===== src/rtl/viterbi_pkg.sv =====
// Shared Viterbi front-end definitions.
//   bm_width()  : branch-metric width that holds N_OUT * SMAX without overflow
//   soft_sym_t  : soft symbol for the default 3-bit soft-decision configuration
//   bm_t        : branch metric for the default rate-1/2, 3-bit configuration
package viterbi_pkg;

  localparam int SOFT_W_DEF = 3;
  localparam int N_OUT_DEF  = 2;

  function automatic int bm_width(input int n_out, input int soft_w);
    return $clog2(n_out * ((1 << soft_w) - 1) + 1);
  endfunction

  localparam int BM_W_DEF = bm_width(N_OUT_DEF, SOFT_W_DEF);

  typedef logic [SOFT_W_DEF-1:0] soft_sym_t;
  typedef logic [BM_W_DEF-1:0]   bm_t;

endpackage


===== src/rtl/bmc_sym_dist.sv =====
// Per-symbol distance, combinational.
//   rx_i   : received soft symbol (0 = confident '0', all-ones = confident '1')
//   keep_i : symbol is present in this puncture phase
//   d0_o   : distance to an expected '0' (zero when erased)
//   d1_o   : distance to an expected '1' (zero when erased)
module bmc_sym_dist #(
  parameter int SOFT_W = 3
) (
  input  logic [SOFT_W-1:0] rx_i,
  input  logic              keep_i,
  output logic [SOFT_W-1:0] d0_o,
  output logic [SOFT_W-1:0] d1_o
);

  localparam logic [SOFT_W-1:0] SMAX = '1;

  assign d0_o = keep_i ? rx_i        : '0;
  assign d1_o = keep_i ? SMAX - rx_i : '0;

endmodule


===== src/rtl/bmc_soft_pipe.sv =====
// Two-stage pipelined branch-metric unit.
//   clk, rst          : clock, async active-high reset
//   punct_pat         : static puncture pattern, bit p*N_OUT+j keeps symbol j in phase p
//   in_valid/in_ready : received symbol group handshake; in_sym, in_last ride with it
//   out_valid/out_ready: metric set handshake; out_bm, out_last, out_phase ride with it
// Stage 1 holds masked per-symbol distances, stage 2 holds the 2^N_OUT sums.
module bmc_soft_pipe
  import viterbi_pkg::*;
#(
  parameter  int N_OUT     = 2,
  parameter  int SOFT_W    = 3,
  parameter  int PUNCT_LEN = 4,
  localparam int MET_W     = bm_width(N_OUT, SOFT_W),
  localparam int NHYP      = 2 ** N_OUT,
  localparam int PH_W      = (PUNCT_LEN > 1) ? $clog2(PUNCT_LEN) : 1
) (
  input  logic                       clk,
  input  logic                       rst,
  input  logic [PUNCT_LEN*N_OUT-1:0] punct_pat,
  input  logic                       in_valid,
  output logic                       in_ready,
  input  logic [N_OUT*SOFT_W-1:0]    in_sym,
  input  logic                       in_last,
  output logic                       out_valid,
  input  logic                       out_ready,
  output logic [NHYP*MET_W-1:0]      out_bm,
  output logic                       out_last,
  output logic [PH_W-1:0]            out_phase
);

  logic [2:1] vld_pipe_q;
  logic       s2_free, in_acc;

  // S2 can take new data when empty or being consumed; S1 follows S2.
  assign s2_free  = !vld_pipe_q[2] || out_ready;
  assign in_ready = !vld_pipe_q[1] || s2_free;
  assign in_acc   = in_valid && in_ready;

  // Puncture phase
  logic [PH_W-1:0] phase_q, phase_d;

  always_comb begin
    phase_d = phase_q;
    if (in_acc) begin
      if (in_last || int'(phase_q) == PUNCT_LEN - 1) phase_d = '0;
      else                                           phase_d = phase_q + 1'b1;
    end
  end

  logic [N_OUT-1:0] keep;
  assign keep = punct_pat[int'(phase_q)*N_OUT +: N_OUT];

  // Per-symbol distances
  logic [N_OUT-1:0][SOFT_W-1:0] sym, d0, d1;
  assign sym = in_sym;

  for (genvar j = 0; j < N_OUT; j++) begin : g_dist
    bmc_sym_dist #(.SOFT_W(SOFT_W)) u_dist (
      .rx_i  (sym[j]),
      .keep_i(keep[j]),
      .d0_o  (d0[j]),
      .d1_o  (d1[j])
    );
  end

  // Stage 1 registers
  logic [N_OUT-1:0][SOFT_W-1:0] s1_d0_q, s1_d1_q;
  logic                         s1_last_q;
  logic [PH_W-1:0]              s1_phase_q;

  // Hypothesis sums: bit j of h selects which polarity symbol j contributes.
  logic [NHYP-1:0][MET_W-1:0] bm_d;

  always_comb begin
    bm_d = '0;
    for (int h = 0; h < NHYP; h++) begin
      for (int j = 0; j < N_OUT; j++) begin
        bm_d[h] = bm_d[h] + MET_W'(h[j] ? s1_d1_q[j] : s1_d0_q[j]);
      end
    end
  end

  // Stage 2 registers
  logic [NHYP-1:0][MET_W-1:0] bm_q;
  logic                       s2_last_q;
  logic [PH_W-1:0]            s2_phase_q;

  always_ff @(posedge clk or posedge rst) begin
    if (rst) begin
      vld_pipe_q <= '0;
      phase_q    <= '0;
      s1_d0_q    <= '0;
      s1_d1_q    <= '0;
      s1_last_q  <= 1'b0;
      s1_phase_q <= '0;
      bm_q       <= '0;
      s2_last_q  <= 1'b0;
      s2_phase_q <= '0;
    end else begin
      phase_q <= phase_d;
      if (in_ready) vld_pipe_q[1] <= in_valid;
      if (s2_free)  vld_pipe_q[2] <= vld_pipe_q[1];
      if (in_acc) begin
        s1_d0_q    <= d0;
        s1_d1_q    <= d1;
        s1_last_q  <= in_last;
        s1_phase_q <= phase_q;  // the group carrying last still reports its own phase
      end
      // Data only moves with a valid group so a stalled or idle S2 keeps its contents.
      if (s2_free && vld_pipe_q[1]) begin
        bm_q       <= bm_d;
        s2_last_q  <= s1_last_q;
        s2_phase_q <= s1_phase_q;
      end
    end
  end

  assign out_valid = vld_pipe_q[2];
  assign out_bm    = bm_q;
  assign out_last  = s2_last_q;
  assign out_phase = s2_phase_q;

endmodule


===== config.mk =====
export PLATFORM = sky130hd
export DESIGN_NAME = bmc_soft_pipe
export DESIGN_NICKNAME = d
export VERILOG_FILES = /design/src/rtl/viterbi_pkg.sv /design/src/rtl/bmc_sym_dist.sv /design/src/rtl/bmc_soft_pipe.sv
export SDC_FILE = /design/constraint.sdc
export NUM_CORES = 1
export LEC_CHECK = 0
export CAP_MARGIN = 20
export CELL_PAD_IN_SITES_DETAIL_PLACEMENT = 2
export CELL_PAD_IN_SITES_GLOBAL_PLACEMENT = 2
export CORE_MARGIN = 2
export CORE_UTILIZATION = 34
export CTS_CLUSTER_DIAMETER = 60
export CTS_CLUSTER_SIZE = 28
export DETAILED_ROUTE_END_ITERATION = 8
export PLACE_DENSITY_LB_ADDON = 0.25
export SYNTH_ARGS = -nofsm -noshare
export SYNTH_HDL_FRONTEND = slang
export SYNTH_SLANG_ARGS = --single-unit
export TNS_END_PERCENT = 10

===== constraint.sdc =====
create_clock -name clk -period 1.6 [get_ports clk]
set_clock_uncertainty 0.05 [all_clocks]
set_input_delay 0.16 -clock clk [delete_from_list [all_inputs] [get_ports clk]]
set_output_delay 0.16 -clock clk [all_outputs]
set_load 0.005 [all_outputs]

==> qor.yml, run 1 <==
status: "complete, no violations"
power_density_mw_per_mm2: 1470
io_buffers: 39
r2r-start: "s1_d0_q[0]$_DFFE_PP0P_"
max-vdd-ir-drop_mv: 0.523
slew_headroom_pct: 80.0
grt_remaining_overflow: 0
final_net_count: 241
hp-class: "input pin to async pin"
synth.avg_cell_area_um2: 12.8
first_pass_iters: 4
cts_buffers: 5
postCtsHoldBufs: 0
worstPathCellList: "ha_2 -> inv_1 -> fa_2 -> xnor2_1 -> mux2_2"
startpoint_type: "flip-flop"
start_util_pct: 35.2
grt_pass1_wl_um: 8500
slew_viol_final: 0
fmax_mhz: 626
worst_pin_slew_ns: 0.300
cts_tree: "yes"
antenna_found_initial: 0
mappedNetlistArea_mm2: 0.00194
mostFrequentLayoutCells: "clkdlybuf4s50_1 (38), dfrtp_1 (38), a21oi_1 (19), mux2_2 (16), buf_4 (15)"
viasPerCell: 5.02
h-tree-depth: 2
period_needed_ns: 1.60
place_hpwl_um: 3880
yosysWarnings: 0
cts.sinks: 38
setup_viol: 0
grt_max_degree: 39
core_mm2: 0.00551
drt_wl_total_um: 5040
synth_top_cell_by_area: "dfrtp_1"
gr-usage-all-layers_pct: 18.1
path_buf_inv: 1
antenna_left: 0
rsz0062_at_grt: "yes"
r2r-end: "out_bm[10]$_DFFE_PP0P_"
drc: 0
worstRegToRegCells: 5
drive_above_1_share_pct: 24.3
crit_family: "adder cells"
hold_violations: 0
areaGrowthSynthToFinish_pct: 33.9
clk_path_buf_depth: 2
p_leak_nw: 1.16
die_width_um: 79.5
synth-seq-cells: 38
fin_setup_tns_ns: 0
wl_per_cell_um: 18.1
maxCapViolations: 0
post-route-period-util_pct: 99.9
end_kind: "flip-flop"
path_clk_slew_ns: 0.07
ys_types: 24
num_vias: 1396
place.gp.congestion: 0.892
crit_type: "flip-flop to flip-flop"
grt_pass1_vias: 1618
arrival_ns: 1.72
insertedDiodeCount: 0
max_stage_delay_ns: 0.41
yosysSeqAreaShare_pct: 49.1
clock_latency_ns: 0.29
synthCells: 151
drt_iter0_markers: 35
cts_root_buf: "clkbuf_8"
synthesis.nets: 187
synthTopCellsByArea: "dfrtp_1 (49%), mux2_2 (9.3%), ha_1 (8.4%), o2bb2ai_1 (5.4%), a21oi_1 (5.2%)"
fp-row-count: 27
path_max_fanout: 3
r2r_slack_ns: 0.002
critPathSlowestCell: "dfrtp_1"
ios: 40
final_util_pct: 47.1
die_h_um: 79.5
synth.top_cell.area_share_pct: 49.1
dieArea_mm2: 0.00632
required_ns: 1.72
-- repair_timing --
| action | CTS | global route |
|---|---|---|
| endpoints found under the setup margin | 3 | 7 |
| resized for setup | 3 | 4 |
| pin swaps | 3 | 2 |
| buffers inserted | 4 | 0 |
| gates cloned | 0 | 0 |
| hold endpoints to repair | 0 | 0 |
-- sequential cells by signal, indices dropped and copies added, names as in the netlist --
name / flops
out_bm: 16
out_last: 1
out_phase: 2
phase_q: 2
s1_d0_q: 6
s1_d1_q: 6
s1_last_q: 1
s1_phase_q: 2
vld_pipe_q: 2
-- how the worst max path moves through the flow --
stage                                   to                   start  cells after the start
finish              out_bm[10]$_DFFE_PP0P_  s1_d0_q[0]$_DFFE_PP0P_                      5
global route        out_bm[10]$_DFFE_PP0P_  s1_d0_q[0]$_DFFE_PP0P_                      5
CTS                 out_bm[14]$_DFFE_PP0P_  s1_d1_q[0]$_DFFE_PP0P_                      5
detailed placement  phase_q[0]$_DFFE_PP0P_               out_ready                      4
global placement                  in_ready               out_ready                      3
floorplan           out_bm[10]$_DFFE_PP0P_  s1_d0_q[0]$_DFFE_PP0P_                      5
-- final cells by class --
cell class	count	area [um^2]
inverter	6	22.5
fill	537	2910
clock buffer	7	86.3
multi-input combinational	99	916
tap	72	90.1
clock inverter	1	5.00
timing repair buffer	55	522
sequential	38	951
-- synthesized netlist by cell type, drive strengths merged --
master,n
dfrtp,38
a21oi,20
mux2,18
ha,13
o2bb2ai,12
buf,7
nand3b,7
inv,6
nand3,6
a21o,4
fa,4
mux2i,4
xnor2,4
nand2b,3
and2,1
clkbuf,1
nand2,1
nor3,1
nor3b,1
-- through the flow --
stage	instance area [um^2]	hold WS (ns)	worst slack (ns)	total power [mW]	instances
floorplan	1940	0.260	0.137	2.30	151
global placement	2460	0.442	-0.0906	2.97	266
detailed placement	2460	0.449	-0.0906	3.12	266
CTS	2580	0.180	-0.0254	3.86	278
global route	2590	0.202	-0.0491	4.10	278
finish	2590	0.173	0.00168	3.81	278
-- kinds of logic after synthesis --
logic type	share of synthesized area (%)
and+or+nand+nor	7.04
AOI/OAI and AO/OA	12.1
buffers and inverters	4.46
adders and majority gates	12.5
DFF	49.1
muxes	12.9
xor gates and xnor gates	1.81
-- where the power goes --
group,switching [mW],internal (mW),total (mW)
clock,0.334,0.348,0.682
combinational,0.614,0.943,1.56
sequential,0.277,1.29,1.57
total,1.23,2.58,3.81
-- worst reg2reg max path, delay by kind of cell (launching register included) --
family                     cells  cell delay, ns
adders and majority gates      2            0.55
DFF                            1            0.41
muxes                          1            0.27
xor gates and xnor gates       1            0.14
buffers and inverters          1            0.06
-- metal layers --
| layer | track usage, % | vias to the layer above | part of all wire (%) |
|---|---|---|---|
| li1 | - | 648 | - |
| met1 | 22.6 | 714 | 43 |
| met2 | 31.3 | 29 | 52 |
| met3 | 3.62 | 5 | 3.0 |
| met4 | 6.21 | 0 | 1.5 |
| met5 | 0 | - | 0 |
Note: power is estimated with default switching activity, not from simulation.
==> run 2: changes to the inputs <==
--- a/config.mk
+++ b/config.mk
@@ -14,6 +14,7 @@
 export CTS_CLUSTER_SIZE = 28
 export DETAILED_ROUTE_END_ITERATION = 8
 export PLACE_DENSITY_LB_ADDON = 0.25
+export SETUP_SLACK_MARGIN = 0.5
 export SYNTH_ARGS = -nofsm -noshare
 export SYNTH_HDL_FRONTEND = slang
 export SYNTH_SLANG_ARGS = --single-unit
==> constraint.sdc (replaced) <==
create_clock -name clk -period 1.6 [get_ports clk]
set_clock_uncertainty 0.05 [all_clocks]
set_input_delay 0.24 -clock clk [delete_from_list [all_inputs] [get_ports clk]]
set_output_delay 0.24 -clock clk [all_outputs]
set_load 0.005 [all_outputs]
==> run 2 against run 1 <==
Clock power decreased by 3.4%; cell area increased by 2.3%; core utilization increased by 1.1 points; global-route usage decreased by 0.41 points; critical path type unchanged; highest routed layer unchanged.
==> qor.yml, run 2 (synthesized netlist as in run 1, its figures left out) <==
rsz0062_at_grt: "yes"
die_width_um: 79.5  # unchanged
crit_family: "adder cells"
grt_max_degree: 39  # unchanged
fmax_mhz: 642  # +2.6%
p_leak_nw: 1.18  # +2.0%
mostFrequentLayoutCells: "clkdlybuf4s50_1 (37), dfrtp_1 (36), a21oi_1 (20), mux2_2 (14), buf_4 (14)"
critPathSlowestCell: "dfrtp_1"
post-route-period-util_pct: 97.4  # -2.5 points
final_util_pct: 48.1  # +1.1 points
cts_root_buf: "clkbuf_8"
drc: 0  # unchanged
antenna_left: 0  # unchanged
die_h_um: 79.5  # unchanged
r2r-end: "out_bm[14]$_DFFE_PP0P_"
slew_headroom_pct: 78.5  # -1.5 points
r2r-start: "s1_d1_q[0]$_DFFE_PP0P_"
clk_path_buf_depth: 2  # unchanged
path_clk_slew_ns: 0.07  # about the same
clock_latency_ns: 0.30  # about the same
grt_remaining_overflow: 0  # unchanged
core_mm2: 0.00551  # unchanged
grt_pass1_wl_um: 8310  # -2.3%
drive_above_1_share_pct: 28.0  # +3.7 points
largest_reg_flops: 16  # unchanged
path_max_fanout: 3  # unchanged
fin_area_mm2: 0.00265  # +2.3%
holdWs_ns: 0.245  # +0.0722 ns
max-vdd-ir-drop_mv: 0.637  # +22%
postPlaceCellArea_mm2: 0.00245  # -0.31%
end_kind: "flip-flop"
antenna_found_initial: 0  # unchanged
worst_pin_slew_ns: 0.323  # +0.0223 ns
place.gp.congestion: 0.910  # +2.0%
first_pass_iters: 4  # unchanged
h-tree-depth: 2  # unchanged
final_net_count: 244  # +1.2%
r2r_slack_ns: 0.04  # +0.04 ns
status: "complete, no violations"
hold_violations: 0  # unchanged
wl_per_cell_um: 18.6  # +2.2%
crit_type: "flip-flop to flip-flop"
report.power.total_mw: 3.83  # +0.61%
areaGrowthSynthToFinish_pct: 36.9
cts_tree: "yes"
fin_setup_tns_ns: 0  # unchanged
worstPathCellList: "ha_4 -> inv_2 -> fa_2 -> xnor2_1 -> mux2_2"
gr-usage-all-layers_pct: 17.7  # -0.41 points
layout_commonest_cell: "clkdlybuf4s50_1"
startpoint_type: "flip-flop"
power_density_mw_per_mm2: 1440  # -1.6%
worstRegToRegCells: 5  # unchanged
setup_viol: 0  # unchanged
cts.sinks: 38  # unchanged
ios: 40  # unchanged
io_buffers: 39  # unchanged
max_stage_delay_ns: 0.44  # +0.03 ns
place_hpwl_um: 3650  # -5.9%
maxCapViolations: 0  # unchanged
path_depth: 5  # unchanged
drt_iter0_markers: 23  # -34%
num_vias: 1427  # +2.2%
arrival_ns: 1.68  # -0.04 ns
hp-class: "input pin to async pin"
period_needed_ns: 1.56  # -0.0404 ns
viasPerCell: 5.11  # +1.9%
grt_pass1_vias: 1588  # -1.9%
start_util_pct: 35.2  # unchanged
path_buf_inv: 1  # unchanged
required_ns: 1.73  # about the same
fp-row-count: 27  # unchanged
dieArea_mm2: 0.00632  # unchanged
cts_buffers: 5  # unchanged
insertedDiodeCount: 0  # unchanged
drt_wl_total_um: 5180  # +2.6%
slew_viol_final: 0  # unchanged
run 2: stage by stage:
step	std cells	setup WS (ns)
after CTS	277	0.0260
after global placement	263	-0.227
final	279	0.0421
after global routing	279	0.00809
after floorplan	151	0.160
after detailed placement	263	-0.215
run 2: layout make-up:
cell class / instances / area (um^2)
Timing Repair Buffer: 58 / 557
Tap cell: 72 / 90.1
Clock buffer: 6 / 82.6
Fill cell: 551 / 2860
Sequential cell: 38 / 953
Inverter: 6 / 22.5
Multi-Input combinational cell: 99 / 946
run 2: where the power goes:
group          switching, mW  internal [mW]  total, mW
clock                  0.327          0.332      0.659
combinational          0.601          0.976       1.58
sequential             0.299           1.29       1.59
total                   1.23           2.60       3.83
run 2: worst min-delay path, delay by kind of cell:
kind / cells / cell delay, ns
buffers and inverters: 3 / 0.72
run 2: timing repair:
item                                    4_1_cts  5_1_grt
setup buffers                                 8        2
hold buffers                                  0        0
endpoints found under the hold margin         0        0
pin swaps                                     2        0
endpoints found under the setup margin       57       59
gates resized for setup                       9       12
run 2: worst max-delay path by stage:
stage,startpoint,endpoint,slack [ns]
finish,s1_d1_q[0]$_DFFE_PP0P_,out_bm[14]$_DFFE_PP0P_,0.04
global route,s1_d1_q[0]$_DFFE_PP0P_,out_bm[14]$_DFFE_PP0P_,0.008
CTS,s1_d1_q[0]$_DFFE_PP0P_,out_bm[14]$_DFFE_PP0P_,0.03
detailed placement,out_ready,in_ready,-0.21
global placement,out_ready,in_ready,-0.23
floorplan,vld_pipe_q[2]$_DFFE_PP0P_,out_bm[12]$_DFFE_PP0P_,0.16
run 2: layer usage:
layer	GRT usage, %	part of all wire [%]	routed length [um]	vias up
met4	6.21	1.9	97	0
li1	-	-	-	659
met3	4.75	3.4	176	8
met1	20.8	43	2200	728
met5	0	0	0	-
met2	31.0	52	2700	32
==> run 3: changes to the inputs <==
--- a/config.mk
+++ b/config.mk
@@ -8,7 +8,6 @@
 export CAP_MARGIN = 20
 export CELL_PAD_IN_SITES_DETAIL_PLACEMENT = 2
 export CELL_PAD_IN_SITES_GLOBAL_PLACEMENT = 2
-export CORE_MARGIN = 2
 export CORE_UTILIZATION = 34
 export CTS_CLUSTER_DIAMETER = 60
 export CTS_CLUSTER_SIZE = 28
==> run 3 against run 2 <==
Count of clock-buffer cells in the layout shrank 1; fmax grew 0.25%; via count down 1.6%; cell count unchanged; sequential share of layout area down 1.2 points; non-clock buffer count decreased by 1; worst hold slack lost 0.0041 ns; clock power decreased by 2%; critical path depth down 2; critical path type unchanged.
==> qor.yml, run 3 (synthesized netlist as in run 1, its figures left out) <==
maxCapViolations: 0  # unchanged
power_density_mw_per_mm2: 1420  # -1.6%
cts.sinks: 38  # unchanged
worst_pin_slew_ns: 0.293  # -0.0294 ns
areaGrowthSynthToFinish_pct: 41.9
io_buffers: 39  # unchanged
arrival_ns: 1.69  # about the same
grt_remaining_overflow: 0  # unchanged
startpoint_type: "flip-flop"
wl_per_cell_um: 20.0  # +8.0%
final_util_pct: 49.9  # +1.7 points
dieArea_mm2: 0.00600  # -5.0%
clock_latency_ns: 0.30  # about the same
required_ns: 1.73  # about the same
drc: 0  # unchanged
cts_buffers: 5  # unchanged
drt_wl_total_um: 5590  # +8.0%
viasPerCell: 5.03  # -1.6%
num_vias: 1404  # -1.6%
place.gp.congestion: 0.873  # -4.2%
slew_viol_final: 0  # unchanged
crit_type: "flip-flop to flip-flop"
die_h_um: 77.5  # -2.5%
cts_tree: "yes"
grt_pass1_wl_um: 8650  # +4.2%
period_needed_ns: 1.55  # -0.00395 ns
slew_headroom_pct: 80.4  # +1.9 points
hold_violations: 0  # unchanged
insertedDiodeCount: 0  # unchanged
clk_path_buf_depth: 2  # unchanged
h-tree-depth: 2  # unchanged
mostFrequentLayoutCells: "dfrtp_1 (35), clkdlybuf4s50_1 (17), a21oi_1 (15), clkbuf_2 (14), buf_4 (12)"
dp_slack_ns: -0.266  # -0.0509 ns
start_util_pct: 35.2  # unchanged
rsz0062_at_grt: "yes"
antenna_found_initial: 0  # unchanged
grt_max_degree: 39  # unchanged
drt_iter0_markers: 30  # +30%
cts_root_buf: "clkbuf_8"
die_width_um: 77.5  # -2.5%
ios: 40  # unchanged
grt_pass1_vias: 1619  # +2.0%
postCtsHoldBufs: 0  # unchanged
fp-row-count: 27  # unchanged
path_clk_slew_ns: 0.08  # about the same
fmax_mhz: 644  # +0.25%
gr-usage-all-layers_pct: 19.3  # +1.6 points
core_mm2: 0.00551  # unchanged
setup_slack_ns: 0.0461  # +0.00395 ns
final_net_count: 243  # -0.41%
setup_viol: 0  # unchanged
status: "complete, no violations"
first_pass_iters: 3  # -1
layout_commonest_cell: "dfrtp_1"
max-vdd-ir-drop_mv: 0.801  # +26%
antenna_left: 0  # unchanged
post-route-period-util_pct: 97.1  # -0.25 points
hp-class: "input pin to async pin"
p_leak_nw: 1.24  # +5.2%
largest_reg_flops: 16  # unchanged
end_kind: "flip-flop"
drive_above_1_share_pct: 48.3  # +20 points
path_max_fanout: 3  # unchanged
place_hpwl_um: 3740  # +2.3%
==> run 3: critical path: stages (launching register included) <==
cell and delay (ns):
dfrtp_1 0.42, ha_2 0.26, fa_2 0.45, mux2_2 0.27
==> run 3: report_power, final <==
| group | switching (mW) | internal, mW | total, mW |
|---|---|---|---|
| sequential | 0.326 | 1.29 | 1.62 |
| clock | 0.352 | 0.293 | 0.645 |
| combinational | 0.710 | 0.929 | 1.64 |
==> run 3: metrics by stage <==
step | setup TNS [ns] | cells | power, mW | area (um^2) | hold WS [ns]
6_report | 0 | 279 | 3.90 | 2750 | 0.241
2_1_floorplan | 0 | 151 | 2.31 | 1950 | 0.340
4_1_cts | 0 | 277 | 3.86 | 2650 | 0.259
3_5_place_dp | -4.85 | 264 | 3.10 | 2460 | 0.449
5_1_grt | -0.0447 | 279 | 4.17 | 2750 | 0.264
3_3_place_gp | -3.24 | 264 | 2.96 | 2460 | 0.443
==> run 3: path summary, 6_finish.rpt <==
kind / from / endpoint / slack, ns / cells past startpoint
max reg2reg: s1_d0_q[3]$_DFFE_PP0P_ / out_bm[1]$_DFFE_PP0P_ / 0.05 / 3
max in group asynchronous: rst / out_bm[8]$_DFFE_PP0P_ / 1.06 / 3
min reg2reg: out_bm[4]$_DFFE_PP0P_ / out_bm[4]$_DFFE_PP0P_ / 0.46 / 1
min: rst / out_phase[1]$_DFFE_PP0P_ / 0.24 / 3
max: s1_d0_q[3]$_DFFE_PP0P_ / out_bm[1]$_DFFE_PP0P_ / 0.05 / 3
min in group clk: out_bm[4]$_DFFE_PP0P_ / out_bm[4]$_DFFE_PP0P_ / 0.46 / 1
==> run 3: area by class of cell <==
| class | instances | area [um^2] |
|---|---|---|
| Multi-Input combinational cell | 99 | 1120 |
| Inverter | 6 | 22.5 |
| Timing Repair Buffer | 57 | 477 |
| Fill cell | 536 | 2760 |
| Clock buffer | 5 | 68.8 |
| Tap cell | 72 | 90.1 |
| Sequential cell | 38 | 955 |
| Clock inverter | 2 | 10.0 |
==> run 3: layer usage <==
metal	GRT usage [%]	vias up	part of all wire, %
met2	35.5	33	54
met1	22.6	706	41
met5	0	-	0
met4	5.09	0	1.8
met3	4.24	10	3.3
li1	-	655	-
==> run 3: repair_timing <==
item                                    4_1_cts  5_1_grt
pin swaps                                     4       15
endpoints found under the setup margin       57       57
gates resized for setup                      19       79
setup buffers                                 5        2
cloned                                        1        0
==> RTL edit 1, RTL diff (config.mk and constraints of run 3) <==
`SOFT_W` is set to 3 in 2 places; all go to 2.
--- a/src/rtl/bmc_sym_dist.sv
+++ b/src/rtl/bmc_sym_dist.sv
@@ -4,7 +4,7 @@
 //   d0_o   : distance to an expected '0' (zero when erased)
 //   d1_o   : distance to an expected '1' (zero when erased)
 module bmc_sym_dist #(
-  parameter int SOFT_W = 3
+  parameter int SOFT_W = 2
 ) (
   input  logic [SOFT_W-1:0] rx_i,
   input  logic              keep_i,
--- a/src/rtl/bmc_soft_pipe.sv
+++ b/src/rtl/bmc_soft_pipe.sv
@@ -8,7 +8,7 @@
   import viterbi_pkg::*;
 #(
   parameter  int N_OUT     = 2,
-  parameter  int SOFT_W    = 3,
+  parameter  int SOFT_W    = 2,
   parameter  int PUNCT_LEN = 4,
   localparam int MET_W     = bm_width(N_OUT, SOFT_W),
   localparam int NHYP      = 2 ** N_OUT,
Interface: changed (resized in_sym and out_bm); port bits go from 40 to 34. No check against the original RTL was run, so the function may have changed too.
==> RTL edit 1 against run 3 <==
Sequential cell count down 8. Setup slack better by 2.7 ps. Critical path depth unchanged. Final cell count down 28%. Routed wire length down 37%. Area after synthesis down 28%. Synthesized cell count down 33%. Sequential power down 25%. Design area down 28%. Power down 24%. Critical endpoint is now s1_d1_q[2]. Largest power group is now registers. Highest routed layer unchanged.
==> RTL edit 1: results (changes against run 3) <==
Place
The instance count after placement with tap cells included is 190 (-28%). The placed wire-length estimate after detailed placement is 2.624 mm (-30%). The number of buffer cells added on primary ports was 33 (-15%). The minimum setup slack after placement is -146.9 ps (+118.9 ps).

Logic synthesis
The parity-gate share of the synthesized area counting xor and xnor cells is 0% (-1.8 points). The top-area cell type share of the netlist area is 54.01% (+4.9 points). The number of library cell types mapped by synthesis is 19 (-21%).

After synthesis, the most frequently instantiated cells are sky130_fd_sc_hd__dfrtp_1 (30), sky130_fd_sc_hd__mux2_2 (16), sky130_fd_sc_hd__inv_1 (12). The share of the synthesized area in compound gates (AO/OA/AOI/OAI) was 2.700% (-9.4 points). By area the synthesized netlist is led by sky130_fd_sc_hd__dfrtp_1 (54%), sky130_fd_sc_hd__mux2_2 (13%), sky130_fd_sc_hd__fa_1 (5.8%), sky130_fd_sc_hd__mux2i_1 (5.8%), sky130_fd_sc_hd__ha_1 (4.5%). The adder-cell share of the synthesized area is 10.26% (-2.3 points).

The multiplexer fraction of the synthesized cell area is 21.96% (+9.0 points). The post-synthesis net count is 127 (-32%). The share of the yosys chip area belonging to registers is 54.01% (+4.9 points).

Global routing
The met2 global-route usage is 34.06% (-1.4 points). The via count of the first global-routing pass is 1135 (-30%). The first-pass GRT wire length is 5.830 mm (-33%). The global routing met3 resource utilization is 5.517% (+1.3 points).

Worst setup path
The cell at the slowest stage of the critical path is sky130_fd_sc_hd__mux4_2. The critical path data arrival time is 1670 ps (-20 ps).

Outcome
The flow ran to the end, and the final reports show no timing, DRC or antenna violations.

Route
The total via count in the routed design was 993 (-29%). The routed metal-1 wire length was 1.469 mm (-37%).

Clock network
The clock slew at the register clock pins of the worst setup and hold paths is 60 ps (-20 ps).

Power
The maximum vdd drop is 0.5414 mV (-32%).
[RTL edit 1: changes by cell type in the layout (fill, tap and decap cells not counted), sizes merged, moves of 3 or more]
cell and delta:
a21oi -18, dfrtp -8, mux2i +4, clkdlybuf4s50 +15
inv +6, o2bb2ai -12, nand3 -6, buf -13
clkbuf -12, nand2 +3, ha -8, nand3b -6
xnor2 -4
[RTL edit 1: what timing repair did]
| item | in CTS | in global routing |
|---|---|---|
| endpoints found under the setup margin | 45 | 45 |
| buffers inserted | 2 | 0 |
| cloned | 0 | 0 |
| resized for setup | 5 | 3 |
| pin swaps | 2 | 0 |
| hold endpoints to repair | 0 | 0 |
[RTL edit 1: final cells by class]
| cell class | instances | area, sq um |
|---|---|---|
| Inverter | 12 | 45.04 |
| Clock buffer | 7 | 86.33 |
| Sequential cell | 30 | 752.0 |
| Fill cell | 370 | 1824 |
| Multi-Input combinational cell | 57 | 603.1 |
| Clock inverter | 1 | 5.005 |
| Tap cell | 48 | 60.06 |
| Timing Repair Buffer | 45 | 422.9 |
[RTL edit 1: power by group]
group	switching (mW)	internal (mW)	total, mW	leakage, nW
registers	0.186	1.03	1.21	0.376
logic	0.420	0.715	1.14	0.502
clock network	0.285	0.346	0.632	0.0482
[RTL edit 1: path summary, 6_finish.rpt]
kind                                 start            end  slack (ps)  cells past startpoint
worst min register to register   s1_last_q      s1_last_q         470                      1
min in group clk                 s1_last_q      s1_last_q         470                      1
worst min-delay path                   rst     s1_d0_q[2]         290                      3
max in group asynchronous              rst  vld_pipe_q[1]         900                      3
worst max register to register  phase_q[0]     s1_d1_q[2]          50                      3
worst max-delay path            phase_q[0]     s1_d1_q[2]          50                      3
[RTL edit 1: worst min-delay path: cells and delay by family]
family	cells	cell delay, ps
buf+inv	3	800
==> RTL edit 2, RTL diff (flow settings as in run 3) <==
Without the edit above. Make the reset (`rst`) synchronous in one clocked block. Comments in the files are not updated.
--- a/src/rtl/bmc_soft_pipe.sv
+++ b/src/rtl/bmc_soft_pipe.sv
@@ -85,7 +85,7 @@
   logic                       s2_last_q;
   logic [PH_W-1:0]            s2_phase_q;
 
-  always_ff @(posedge clk or posedge rst) begin
+  always_ff @(posedge clk) begin
     if (rst) begin
       vld_pipe_q <= '0;
       phase_q    <= '0;
Behaviour: differs if rst is asserted again (counterexample within 4 cycles, from zero or initial values and one cycle with rst high); with rst held inactive, the same outputs for 10 cycles.
==> RTL edit 2 against run 3 <==
Design area decreased by 6.1%. Setup slack improved by 74 ps. Core utilization about the same. Maximum frequency increased by 5.0%. Routed wire length increased by 21%. Area after synthesis decreased by 5.0%. Sequential cell count unchanged. First-iteration DRC count unchanged. Critical path type unchanged. Highest routed layer unchanged.
Power is not compared: it rests on default switching activity, and its combinational part moved more than twofold at a synthesized area within 25%.
==> RTL edit 2: results (changes against run 3) <==
Cells and area
The share of final-layout standard cells stronger than drive strength 1 was 24.69% (-24 points). The filler-free cell count of the finished design came to 313 (+12%).

Clock network
The post-CTS setup buffer count is 2 (-3).

Logic synthesis
After synthesis, the cell types taking the most area are sky130_fd_sc_hd__dfxtp_1 (41%), sky130_fd_sc_hd__a21oi_1 (11%), sky130_fd_sc_hd__ha_1 (8.8%), sky130_fd_sc_hd__o21ai_0 (7.3%), sky130_fd_sc_hd__fa_1 (4.4%). The number of library cell types mapped by synthesis is 25 (+4.2%). The post-synthesis net count was 236 (+26%). The synthesized instance count is 200 (+32%).

Worst setup path
The delay contributed by the slowest stage of the critical path is 380 ps (-70 ps). The worst reg2reg path startpoint is s1_d0_q[3]. The critical path data arrival time is 1630 ps (-60 ps). The endpoint identified for the worst register-to-register timing path is out_bm[2]. The register-to-register setup slack came to 120 ps (+70 ps). The number of cells traversed by the worst register-to-register path is 4 (+1).

Global routing
The met1 capacity usage during global routing was 26.17% (+3.6 points). The global routing met3 resource utilization came to 5.026% (+0.79 points). The combined global-route utilization of all metal layers was 23.06% (+3.7 points).

The via count of the first global-routing pass is 1884 (+16%).

Timing
The share of the clock period used by the worst path after layout came to 92.48% (-4.6 points). The relative slew slack was 79.90% (-0.49 points). The minimum hold slack is 450.1 ps (+209.3 ps).

Route
The total length of routed met3 wires is 248 um (+36%). The routed metal-1 wire length came to 2.708 mm (+17%). The total met2 wirelength after detailed routing is 3.532 mm (+18%). The vias per cell was 5.754 (+14%).

Place
The minimum setup slack after placement is -241.9 ps (+23.91 ps). The instance area at placement is 0.002359 sq mm (-4.0%). The placed wire-length estimate after detailed placement is 4.413 mm (+18%).

Outcome
The flow ran to the end, and the final reports show no timing, DRC or antenna violations.

Hold path
In this run the worst hold path is classified as flop to flop.
RTL edit 2: logic make-up after synthesis:
family | synth area share [%]
AOI/OAI and AO/OA | 23.95
DFF | 41.36
and+or+nand+nor | 11.09
buffers and inverters | 6.055
adders and majority gates | 13.20
xor gates and xnor gates | 1.905
muxes | 2.449
RTL edit 2: worst max-delay path by stage:
stage	depth (start not counted)	startpoint	end
6_report	4	s1_d0_q[3]	out_bm[2]
5_1_grt	6	s1_d1_q[3]	out_bm[10]
4_1_cts	3	vld_pipe_q[1]	in_ready
3_5_place_dp	4	out_ready	in_ready
3_3_place_gp	4	out_ready	in_ready
2_1_floorplan	4	s1_d1_q[0]	out_bm[5]
RTL edit 2: final cells by class:
type | instances | area [sq um]
clock buffer | 6 | 82.58
inverter | 8 | 32.53
timing repair buffer | 51 | 510.5
tap | 70 | 87.58
multi-input combinational | 138 | 1065
sequential | 38 | 788.3
fill | 525 | 2594
clock inverter | 2 | 12.51
